$ cat src/rtl/iob_cache_write_through_buffer.sv
// Write-through buffer: in-order queue of word writes to the AXI write channel, merging into the youngest entry.
// Head is registered (1-cycle push-to-valid latency); valid/ready drain, pushes dropped only when full and not mergeable.
module iob_cache_write_through_buffer #(
  parameter int ADDR_W  = 32,
  parameter int DATA_W  = 32,
  parameter int DEPTH_W = 4
) (
  input  logic                                     clk,
  input  logic                                     rst,
  input  logic                                     push,
  input  logic [ADDR_W-$clog2(DATA_W/8)-1:0]       push_addr,
  input  logic [DATA_W-1:0]                        push_wdata,
  input  logic [DATA_W/8-1:0]                      push_wstrb,
  output logic                                     full,
  output logic                                     empty,
  output logic [DEPTH_W:0]                         level,
  output logic                                     write_valid,
  output logic [ADDR_W-$clog2(DATA_W/8)-1:0]       write_addr,
  output logic [DATA_W-1:0]                        write_wdata,
  output logic [DATA_W/8-1:0]                      write_wstrb,
  input  logic                                     write_ready
);

  localparam int NBYTES   = DATA_W / 8;
  localparam int NBYTES_W = $clog2(NBYTES);
  localparam int AW       = ADDR_W - NBYTES_W;
  localparam int DEPTH    = 2 ** DEPTH_W;

  typedef struct packed {
    logic [AW-1:0]     addr;
    logic [DATA_W-1:0] wdata;
    logic [NBYTES-1:0] wstrb;
  } entry_t;

  entry_t             mem [DEPTH];
  logic [DEPTH_W-1:0] rd_ptr;
  logic [DEPTH_W-1:0] wr_ptr;
  logic [DEPTH_W-1:0] last_ptr;
  logic               merge;
  logic               append;
  logic               pop;

  assign last_ptr    = wr_ptr - DEPTH_W'(1);
  assign full        = (level == (DEPTH_W+1)'(DEPTH));
  assign empty       = (level == '0);
  assign write_valid = (level != '0);
  assign write_addr  = mem[rd_ptr].addr;
  assign write_wdata = mem[rd_ptr].wdata;
  assign write_wstrb = mem[rd_ptr].wstrb;

  // level >= 2 keeps the head (possibly mid-transfer) out of reach of a merge
  assign merge  = push && (level >= (DEPTH_W+1)'(2)) && (push_addr == mem[last_ptr].addr);
  assign append = push && !merge && !full;
  assign pop    = write_valid && write_ready;

  always_ff @(posedge clk or negedge rst) begin
    if (!rst) begin
      rd_ptr <= '0;
      wr_ptr <= '0;
      level  <= '0;
    end else begin
      if (append) wr_ptr <= wr_ptr + DEPTH_W'(1);
      if (pop)    rd_ptr <= rd_ptr + DEPTH_W'(1);
      case ({append, pop})
        2'b10:   level <= level + (DEPTH_W+1)'(1);
        2'b01:   level <= level - (DEPTH_W+1)'(1);
        default: level <= level;
      endcase
    end
  end

  // Storage is cleared on reset so the head fields read zero afterwards
  always_ff @(posedge clk or negedge rst) begin
    if (!rst) begin
      for (int i = 0; i < DEPTH; i++) mem[i] <= '0;
    end else if (append) begin
      mem[wr_ptr].addr  <= push_addr;
      mem[wr_ptr].wdata <= push_wdata;
      mem[wr_ptr].wstrb <= push_wstrb;
    end else if (merge) begin
      for (int b = 0; b < NBYTES; b++) begin
        if (push_wstrb[b]) begin
          mem[last_ptr].wdata[8*b +: 8] <= push_wdata[8*b +: 8];
          mem[last_ptr].wstrb[b]        <= 1'b1;
        end
      end
    end
  end

endmodule
$ cat config.mk
export PLATFORM = sky130hd
export DESIGN_NAME = iob_cache_write_through_buffer
export DESIGN_NICKNAME = d
export VERILOG_FILES = /design/src/rtl/iob_cache_write_through_buffer.sv
export SDC_FILE = /design/constraint.sdc
export NUM_CORES = 2
export LEC_CHECK = 0
export CAP_MARGIN = 20
export CORE_AREA = 10 10 279 415
export CTS_CLUSTER_DIAMETER = 200
export DETAILED_ROUTE_END_ITERATION = 16
export DIE_AREA = 0 0 289 425
export DONT_BUFFER_PORTS = 1
export PLACE_DENSITY = 0.65
export SKIP_CTS_REPAIR_TIMING = 1
export SYNTH_ARGS = -nofsm -noshare
export SYNTH_HDL_FRONTEND = slang
export SYNTH_SLANG_ARGS = --single-unit
$ cat constraint.sdc
create_clock -name clk -period 5.8 [get_ports clk]
set_input_delay 1.16 -clock clk [delete_from_list [all_inputs] [get_ports clk]]
set_output_delay 1.16 -clock clk [all_outputs]
set_load 0.1 [all_outputs]
==> impl_metrics.tcl <==
set metrics [dict create \
    status "complete, but fails checks" \
    violations "slew limit" \
    vias 31200 \
    maxSlewViolCount 272 \
    drc 0 \
    ant_nets 0 \
    synth_largest_area_cell "dfrtp_1" \
    first_pass_iters 5 \
    async_flop_share_pct 100 \
    max_stage_delay_ns 0.73 \
    path_buf_inv 3 \
    yosys_warnings 0 \
    syn2layout_area_growth_pct 12.2 \
    cts_root_buffer "clkbuf_16" \
    fmax_mhz 178 \
    numClockSinks 1069 \
    die_area_um2 123000 \
    overflow 0 \
    rsz0062_at_grt "false" \
    drive_above_1_share_pct 53.3 \
    finalInstanceArea_um2 60300 \
    crit_slowest_cell "or4_2" \
    route.final.wire_length_um 148000 \
    synth_cell_types 70 \
    io_buffers 0 \
    finalCritPeriodShare_pct 96.7 \
    worstMarginPinSlew_ns 1.68 \
    ys_seq_area_share_pct 49.8 \
    critPathMaxFanout 45 \
    fin_crit_ns 5.61 \
    num_antenna_cells 0 \
    fin_worst_skew_ns 0.0365 \
    place.gp.congestion 0.856 \
    grt_max_degree 1070 \
    grt_pass1_vias 34700 \
    worst-r2r-cell-count 14 \
    required_ns 6.38 \
    maxCapViolCount 0 \
    synth_area_um2 53700 \
    cp.depth 14 \
    placeableCoreArea_um2 108000 \
    h-tree-depth 3 \
    grtUsageTotal_pct 24.3 \
    syn-num-nets 3457 \
    vias_per_cell 6.42 \
    rr_startpoint "wr_ptr[0]$_DFFE_PN0N_" \
    max_slew_margin_pct -12.2 \
    placed_cell_area_um2 56400 \
    end_kind "flop" \
    clk_pin_slew_ns 0.07 \
    critical_path.top_delay_family "simple AND/OR/NAND/NOR gates" \
    die_y_um 425 \
    cts_tree "done" \
    path_cells "clkinv_1, ha_4, buf_12, mux4_2, mux2i_1, mux2i_1, xor2_1, or4_1, nor4_1, nand4_1, or4_2, buf_12, o21bai_4, mux2_2" \
    grt_pass1_wl_um 226000 \
    final-hold-violation-count 0 \
    dpl.hpwl_um 96300 \
    syn_avg_cell_area_um2 15.9 \
    ys.flop_type "dfrtp_1" \
    dpl.cell_count 4655 \
    crit_arrival_ns 6.19 \
    synth_top_area_share_pct 49.8 \
    antenna_found_initial 0 \
    worstSetupStartpointType "flop" \
    die_w_um 289 \
    num_rows 148 \
    start_util_pct 49.7 \
    synth_enable_flop_cells 0 \
    stdcell_count 4859 \
    postSynthCellCount 3375 \
    worst-setup-path-type "reg -> reg" \
    nNetsFinal 3425 \
    cts_buffers 106 \
    setup_violations 0 \
    clk_latency_ns 0.73 \
    synth_seq_cells 1069 \
    ios 144 \
    synth_area_leaders "dfrtp_1 (50%), mux2_2 (20%), mux4_2 (18%)" \
    cp-startpoint "wr_ptr[0]$_DFFE_PN0N_" \
    clockBufferDepth 3 \
    reg2reg_setup_slack_ns 0.19 \
    hold_path_class "in -> async" \
    drtIter0Drc 2191 \
    wire_per_inst_um 30.4 \
]
-- per-stage QoR --
step / TNS [ns] / setup slack [ns] / util (%) / hold slack (ns)
5_1_grt: 0 / 0.0378 / 55.7 / 0.123
2_1_floorplan: 0 / 0.0184 / - / 0.453
3_3_place_gp: -102.73 / -0.334 / 52.2 / 0.470
3_5_place_dp: 0 / 0.134 / 52.2 / 0.477
4_1_cts: 0 / 0.100 / 55.6 / 0.190
6_report: 0 / 0.192 / 55.7 / 0.155
-- layout make-up --
class	instances	area, um^2
Fill cell	8487	47900
Sequential cell	1069	26800
Multi-Input combinational cell	1981	25800
Clock buffer	147	3040
Timing Repair Buffer	158	2190
Tap cell	1425	1780
Clock inverter	52	612
Inverter	27	101
-- per-layer routing --
| metal | vias to the layer above | GRT usage (%) | wire (um) |
|---|---|---|---|
| met5 | - | 0 | 0 |
| met4 | 0 | 10.3 | 6210 |
| met3 | 298 | 4.83 | 8640 |
| met2 | 916 | 42.1 | 76800 |
| met1 | 17100 | 29.1 | 55800 |
| li1 | 12900 | - | - |
-- final timing paths --
kind / end
worst max-delay path: mem[690]$_DFFE_PN0P_
worst min-delay path: mem[488]$_DFFE_PN0P_
worst max register to register: mem[690]$_DFFE_PN0P_
worst min register to register: mem[936]$_DFFE_PN0P_
max in group asynchronous: rd_ptr[2]$_DFFE_PN0P_
min in group clk: mem[936]$_DFFE_PN0P_
-- cells in the mapped netlist, drive strengths merged, types with 3 or more instances --
cell type and count:
xnor2 20, mux2i 95, clkbuf 143, a21oi 23
and3 4, nand2 50, a21o 6, nand3 32
xor2 28, mux2 988, o41ai 3, nand4 18
and2b 3, a22o 64, and4 4, or3 3
o21bai 61, and2 3, a2111oi 9, or4 6
nor4 6, nor3 5, o21a 17, buf 153
ha 11, mux4 431, nor2 24, a211oi 3
nor2b 11, inv 27, o21ai 22, dfrtp 1069
-- worst register-to-register path: stages (launching register included) --
cell and delay (ns):
dfrtp_4 0.46, clkinv_1 0.20, ha_4 0.56, buf_12 0.33
mux4_2 0.45, mux2i_1 0.36, mux2i_1 0.16, xor2_1 0.22
or4_1 0.51, nor4_1 0.36, nand4_1 0.13, or4_2 0.73
buf_12 0.22, o21bai_4 0.41, mux2_2 0.40
-- flip-flops by register name, indices dropped and copies added, names as in the netlist --
signal	count
wr_ptr	4
mem	1056
rd_ptr	4
level	5
-- cell usage in the layout (no fill, tap or decap), types with 12 or more instances in the layout --
| master | instances |
|---|---|
| clkbuf_8 | 17 |
| buf_4 | 79 |
| mux2_4 | 15 |
| nand4_1 | 18 |
| a21oi_4 | 12 |
| nor2_1 | 23 |
| xor2_1 | 27 |
| mux2i_1 | 95 |
| o21bai_4 | 35 |
| o21ai_0 | 22 |
| mux2_2 | 971 |
| nand2_1 | 49 |
| buf_12 | 72 |
| mux4_2 | 426 |
| nand3_1 | 32 |
| xnor2_1 | 19 |
| clkinv_2 | 26 |
| dfrtp_1 | 1064 |
| clkbuf_1 | 21 |
| inv_1 | 26 |
| o21bai_1 | 13 |
| o21a_1 | 17 |
| clkbuf_16 | 109 |
| a22o_1 | 64 |
| o21bai_2 | 13 |
-- cells by family (layout without fill, tap and decap cells) --
group	Yosys count	count (layout)	share of synthesized area, %
flip-flops	1069	1069	49.8
AO/OA/AOI/OAI	227	227	3.95
buffers and inverters	325	384	2.73
XOR/XNOR	48	48	0.796
multiplexers	1514	1514	40.7
adder cells (fa/ha/maj)	12	12	0.293
AND/OR/NAND/NOR	180	180	1.76
Power is left out: the tool's default activity adds up to more than one toggle a clock period on the data nets, which glitch-free logic cannot reach.
